<file path="src/rtl/sine_freq_meter.sv">
// Sine frequency meter: counts hysteresis-qualified rising crossings
// and tracks period and peaks over a gated measurement window.
//
// Ports:
//   clk          clock, rising edge
//   rst          asynchronous active-high reset
//   in_valid     in_sample qualifier
//   in_sample    signed 8-bit sample under measurement
//   start        request a new window (honoured in IDLE only)
//   busy         window in progress (MEASURE or DONE)
//   done         one-cycle pulse, results valid
//   crossings    rising crossings in last window (saturating)
//   last_period  cycles between the last two crossings, else 0
//   peak_max     largest valid sample of last window
//   peak_min     smallest valid sample of last window
//   no_signal    fewer than two crossings in last window
module sine_freq_meter #(
  parameter int unsigned GATE_CYCLES = 1_000_000,
  parameter int unsigned HYST        = 8
) (
  input  logic              clk,
  input  logic              rst,
  input  logic              in_valid,
  input  logic signed [7:0] in_sample,
  input  logic              start,
  output logic              busy,
  output logic              done,
  output logic [31:0]       crossings,
  output logic [31:0]       last_period,
  output logic signed [7:0] peak_max,
  output logic signed [7:0] peak_min,
  output logic              no_signal
);

  localparam logic [31:0] GATE_LAST = 32'(GATE_CYCLES - 1);
  localparam logic signed [7:0] HI_TH = 8'(HYST);
  localparam logic signed [7:0] LO_TH = -HI_TH;
  localparam logic signed [7:0] MAX_INIT = -8'sd128;
  localparam logic signed [7:0] MIN_INIT = 8'sd127;

  typedef enum logic [1:0] {
    S_IDLE,
    S_MEASURE,
    S_DONE
  } state_t;

  state_t r_state;
  state_t w_next;

  logic [31:0]       r_gate_cnt;
  logic [31:0]       r_cnt;
  logic              r_armed;
  logic [31:0]       r_ts_last;
  logic [31:0]       r_ts_prev;
  logic [1:0]        r_ts_nv;
  logic signed [7:0] r_max;
  logic signed [7:0] r_min;

  logic [31:0]       r_crossings;
  logic [31:0]       r_last_period;
  logic signed [7:0] r_peak_max;
  logic signed [7:0] r_peak_min;
  logic              r_no_signal;

  logic              w_measure;
  logic              w_gate_last;
  logic              w_proc;
  logic              w_low;
  logic              w_high;
  logic              w_cross;
  logic [31:0]       w_cnt_nx;
  logic              w_armed_nx;
  logic [31:0]       w_last_nx;
  logic [31:0]       w_prev_nx;
  logic [1:0]        w_nv_nx;
  logic signed [7:0] w_max_nx;
  logic signed [7:0] w_min_nx;
  logic [31:0]       w_period;

  assign w_measure   = (r_state == S_MEASURE);
  assign w_gate_last = (r_gate_cnt == GATE_LAST);

  always_ff @(posedge clk or posedge rst) begin
    if (rst) begin
      r_state <= S_IDLE;
    end else begin
      r_state <= w_next;
    end
  end

  always_comb begin
    w_next = r_state;
    unique case (r_state)
      S_IDLE: begin
        if (start) begin
          w_next = S_MEASURE;
        end
      end
      S_MEASURE: begin
        if (w_gate_last) begin
          w_next = S_DONE;
        end
      end
      S_DONE: begin
        w_next = S_IDLE;
      end
      default: begin
        w_next = S_IDLE;
      end
    endcase
  end

  // Next running state, including the sample of the final gate cycle,
  // so results can be captured on the edge that enters DONE.
  always_comb begin
    w_proc     = w_measure && in_valid;
    w_low      = (in_sample <= LO_TH);
    w_high     = (in_sample >= HI_TH);
    w_cross    = w_proc && w_high && r_armed;
    w_cnt_nx   = r_cnt;
    w_armed_nx = r_armed;
    w_last_nx  = r_ts_last;
    w_prev_nx  = r_ts_prev;
    w_nv_nx    = r_ts_nv;
    w_max_nx   = r_max;
    w_min_nx   = r_min;
    if (w_proc && w_low) begin
      w_armed_nx = 1'b1;
    end else if (w_cross) begin
      w_armed_nx = 1'b0;
    end
    if (w_cross) begin
      if (r_cnt != 32'hFFFF_FFFF) begin
        w_cnt_nx = r_cnt + 32'd1;
      end
      w_last_nx = r_gate_cnt;
      w_prev_nx = r_ts_last;
      if (r_ts_nv != 2'd2) begin
        w_nv_nx = r_ts_nv + 2'd1;
      end
    end
    if (w_proc && (in_sample > r_max)) begin
      w_max_nx = in_sample;
    end
    if (w_proc && (in_sample < r_min)) begin
      w_min_nx = in_sample;
    end
    w_period = '0;
    if (w_nv_nx == 2'd2) begin
      w_period = w_last_nx - w_prev_nx;
    end
  end

  always_ff @(posedge clk or posedge rst) begin
    if (rst) begin
      r_gate_cnt <= '0;
      r_cnt      <= '0;
      r_armed    <= 1'b0;
      r_ts_last  <= '0;
      r_ts_prev  <= '0;
      r_ts_nv    <= '0;
      r_max      <= MAX_INIT;
      r_min      <= MIN_INIT;
    end else if ((r_state == S_IDLE) && start) begin
      r_gate_cnt <= '0;
      r_cnt      <= '0;
      r_armed    <= 1'b0;
      r_ts_last  <= '0;
      r_ts_prev  <= '0;
      r_ts_nv    <= '0;
      r_max      <= MAX_INIT;
      r_min      <= MIN_INIT;
    end else if (w_measure) begin
      r_gate_cnt <= r_gate_cnt + 32'd1;
      r_cnt      <= w_cnt_nx;
      r_armed    <= w_armed_nx;
      r_ts_last  <= w_last_nx;
      r_ts_prev  <= w_prev_nx;
      r_ts_nv    <= w_nv_nx;
      r_max      <= w_max_nx;
      r_min      <= w_min_nx;
    end
  end

  always_ff @(posedge clk or posedge rst) begin
    if (rst) begin
      r_crossings   <= '0;
      r_last_period <= '0;
      r_peak_max    <= '0;
      r_peak_min    <= '0;
      r_no_signal   <= 1'b0;
    end else if (w_measure && w_gate_last) begin
      r_crossings   <= w_cnt_nx;
      r_last_period <= w_period;
      r_peak_max    <= w_max_nx;
      r_peak_min    <= w_min_nx;
      r_no_signal   <= (w_cnt_nx < 32'd2);
    end
  end

  assign busy        = (r_state != S_IDLE);
  assign done        = (r_state == S_DONE);
  assign crossings   = r_crossings;
  assign last_period = r_last_period;
  assign peak_max    = r_peak_max;
  assign peak_min    = r_peak_min;
  assign no_signal   = r_no_signal;

endmodule

</file>
<file path="config.mk">
export PLATFORM = sky130hd
export DESIGN_NAME = sine_freq_meter
export DESIGN_NICKNAME = d
export VERILOG_FILES = /design/src/rtl/sine_freq_meter.sv
export SDC_FILE = /design/constraint.sdc
export NUM_CORES = 1
export LEC_CHECK = 0
export CORE_ASPECT_RATIO = 1.4
export CORE_MARGIN = 5
export CORE_UTILIZATION = 30
export CTS_BUF_LIST = sky130_fd_sc_hd__clkbuf_4 sky130_fd_sc_hd__clkbuf_8
export DETAILED_ROUTE_END_ITERATION = 6
export SYNTH_ARGS = -nofsm -noshare
export SYNTH_HDL_FRONTEND = slang
export SYNTH_SLANG_ARGS = --single-unit
</file>
<file path="constraint.sdc">
create_clock -name clk -period 12.55 [get_ports clk]
set_clock_uncertainty 0.2 [all_clocks]
set_input_delay 3.1375 -clock clk [delete_from_list [all_inputs] [get_ports clk]]
set_output_delay 3.1375 -clock clk [all_outputs]
set_load 0.02 [all_outputs]
</file>
==> results.toml <==
[power_and_ir_drop]
p_leak_uw = 0.00693
clockPowerShare = 0.280
irDropWorstVdd_mv = 0.0560
p_sw_frac = 0.362
power_uw = 2600
p_comb_frac = 0.358
p_seq_frac = 0.362
p_per_area_nw_per_um2 = 166
p_switching_uw = 943
internal-power_uw = 1660

[final_layout]
stdcell_area_um2 = 15700
final_common_cell = "nand2_1"
drive_gt1_frac = 0.0732
fillers = 4452
layout_common_cells = "228 x nand2_1, 222 x dfrtp_1, 172 x o21ai_0, 104 x nand3_1, 94 x clkdlybuf4s50_1"
nets = 1627
stdcell_count = 2171
area_growth_pct = 17.1

[grt]
antenna_found_initial = 1
grtUsageTotal = 0.155
grt_max_degree = 120
grt_pass1_wl_mm = 61.8
grt_pass1_vias = 11400
overflow = 0

[floorplanning]
dieArea_um2 = 49000
placementRows = 91
fp.coreArea_um2 = 44100
die_h_um = 260
initial_core_util = 0.304
io-pin-count = 95
die_x_um = 188

[route]
drc = 0
drtPass1Iterations = 5
vias = 11300
vias_per_cell = 5.22
wl_mm = 38.3
ant_nets = 0
wl_per_cell_um = 17.7
first_iter_violations = 681

[setup_path]
critPathTopFamily = "simple AND/OR/NAND/NOR gates"
rrSetupSlack_ps = 7240
path_class = "in2reg"
critPathMaxStageDelay_ps = 710
crit_chain = "clkdlybuf4s50_1 -> nand2b_1 -> nor3_2 -> buf_4 -> nand2_1 -> nand2_1 -> fa_1 -> nor2b_1 -> a211oi_1 -> or3_1 -> a221o_1 -> a21oi_2 -> o2111ai_1 -> a21oi_2 -> o211ai_2 -> nand4_1 -> a21boi_0 -> o21ai_0"
r2r_start = "r_state[0]"
crit_arrival_ps = 8210
critPathBufInv = 2
r2r_end = "last_period[30]"
crit_fanout = 78
critical_path_required_ps = 12770
cp.depth = 18
crit_end = "last_period[30]"
cp-end-kind = "flip-flop"
startpoint_type = "input pin"
rr_worst_depth = 17
crit_start = "in_sample[7]"
crit_slowest_cell = "buf_4"

[clock_network]
cts_tree = "done"
htree_levels = 2
cts-root-buf = "clkbuf_8"
clock_latency_ps = 580
ctsResizeCount = 0
cts_setup_buffers = 0
cts_buffers = 39
clkTransAtPathRegs_ps = 70
cts_hold_buf = 0
cts_buffer_depth = 3
clkSinkCount = 230

[status]
status = "finished, final reports clean"

[yosys]
synthCells = 1519
netlist_area_um2 = 13400
async_flop_share = 1.00
yosys.area.top_type_share = 0.415
synth_area_leaders = "dfrtp_1 42%, nand2_1 6.5%, o21ai_0 6.4%, mux2i_1 3.9%, nand3_1 3.9%"
syn_nets = 1560
synth-warning-count = 0
syn_avg_cell_area_um2 = 8.81
ys_types = 75
yosys_most_used_dff = "dfrtp_1"
synth_top_cell_by_area = "dfrtp_1"
synth_edf_count = 0
ys_seq_elements = 230
yosysSeqAreaShare = 0.431

[sta]
fin_tns_setup_ps = 0
worst_pin_slew_ps = 1210
maxSlewHeadroom = 0.184
hold_slack_ps = 277
timing.final.crit_period_ps = 7990
rsz0062_at_grt = "no"
setup-violations-final = 0
post-route-period-util = 0.637
slew_violations = 0
fmax_mhz = 125
hold_viol = 0

[run]
max_cap_violations = 0

[hold_path]
min-delay-path-class = "reg2reg"

[placement]
gp_congestion = 0.902
dpl-instance-area_um2 = 14800
dp_hpwl_mm = 27.0
place_inst = 2103
io_buffers = 94
registers in the layout, indices dropped and copies added, names as in the netlist:
name / count
crossings: 32
last_period: 32
r_cnt: 32
r_gate_cnt: 32
r_ts_last: 32
r_ts_prev: 32
peak_max: 8
peak_min: 8
r_max: 8
r_min: 8
r_state: 2
r_ts_nv: 2
no_signal: 1
r_armed: 1
per-stage QoR:
stage / utilization / setup slack, ps
2_1_floorplan: - / 2920
3_3_place_gp: 0.337 / 4140
3_5_place_dp: 0.337 / 4060
4_1_cts: 0.356 / 4650
5_1_grt: 0.356 / 4190
6_report: 0.356 / 4560
cells by family (layout without fill, tap and decap cells):
kind of cell / after synthesis / count (layout) / share of synthesized area
fa+ha+maj: 56 / 56 / 0.0479
compound gates: 368 / 368 / 0.176
flops: 230 / 230 / 0.431
other cells: 0 / 1 / 0
buf+inv: 145 / 238 / 0.0433
xor+xnor: 72 / 72 / 0.0471
mux: 54 / 54 / 0.0406
simple gates: 594 / 594 / 0.214
how the worst min path moves through the flow:
stage	end	from	slack (ps)	cells after the start
2_1_floorplan	r_ts_nv[0]	r_ts_nv[0]	250	2
3_3_place_gp	r_ts_nv[0]	r_ts_nv[0]	260	2
3_5_place_dp	crossings[5]	crossings[5]	270	2
4_1_cts	crossings[5]	crossings[5]	280	2
5_1_grt	crossings[8]	crossings[8]	290	1
6_report	crossings[19]	crossings[19]	280	2
synth_stat cells (all sizes together) (23+ instances only):
library cell	instances
a21oi	37
a22o	27
clkbuf	65
dfrtp	222
ha	28
inv	60
maj3	27
mux2i	52
nand2	230
nand2b	27
nand3	105
nor2	69
nor2b	58
o21ai	177
o31ai	23
xnor2	47
xor2	25
power groups by stage:
stage               clock, uW  sequential (uW)  combinational [uW]
floorplan                   0              923                 721
global placement            0              949                 917
detailed placement          0              953                 932
CTS                       753              941                 936
global route              784              958                1040
finish                    729              943                 932
worst register-to-register path, delay by kind of cell, from the launching register on:
kind            cells  cell delay [ps]
buf+inv             1              710
flops               1              510
simple gates        7             1810
compound gates      8             1710
fa+ha+maj           1              230
cell type report:
type,instances,area [um^2],area share
diodes,1,2.50,0.000160
clock buffers,60,769,0.0491
clock inverters,7,66.3,0.00423
inverters,60,233,0.0148
multi-input cells,1144,7070,0.451
flip-flops and latches,230,5770,0.368
well taps,558,698,0.0445
repair buffers,111,1070,0.0682
per-layer routing:
metal / vias up / global-route usage / part of all wire
met4: 0 / 0.0751 / 0.043
met2: 255 / 0.286 / 0.53
li1: 5511 / - / -
met3: 95 / 0.0201 / 0.033
met5: - / 0 / 0
met1: 5477 / 0.175 / 0.40
No activity file was read; power rests on OpenSTA's default activity.
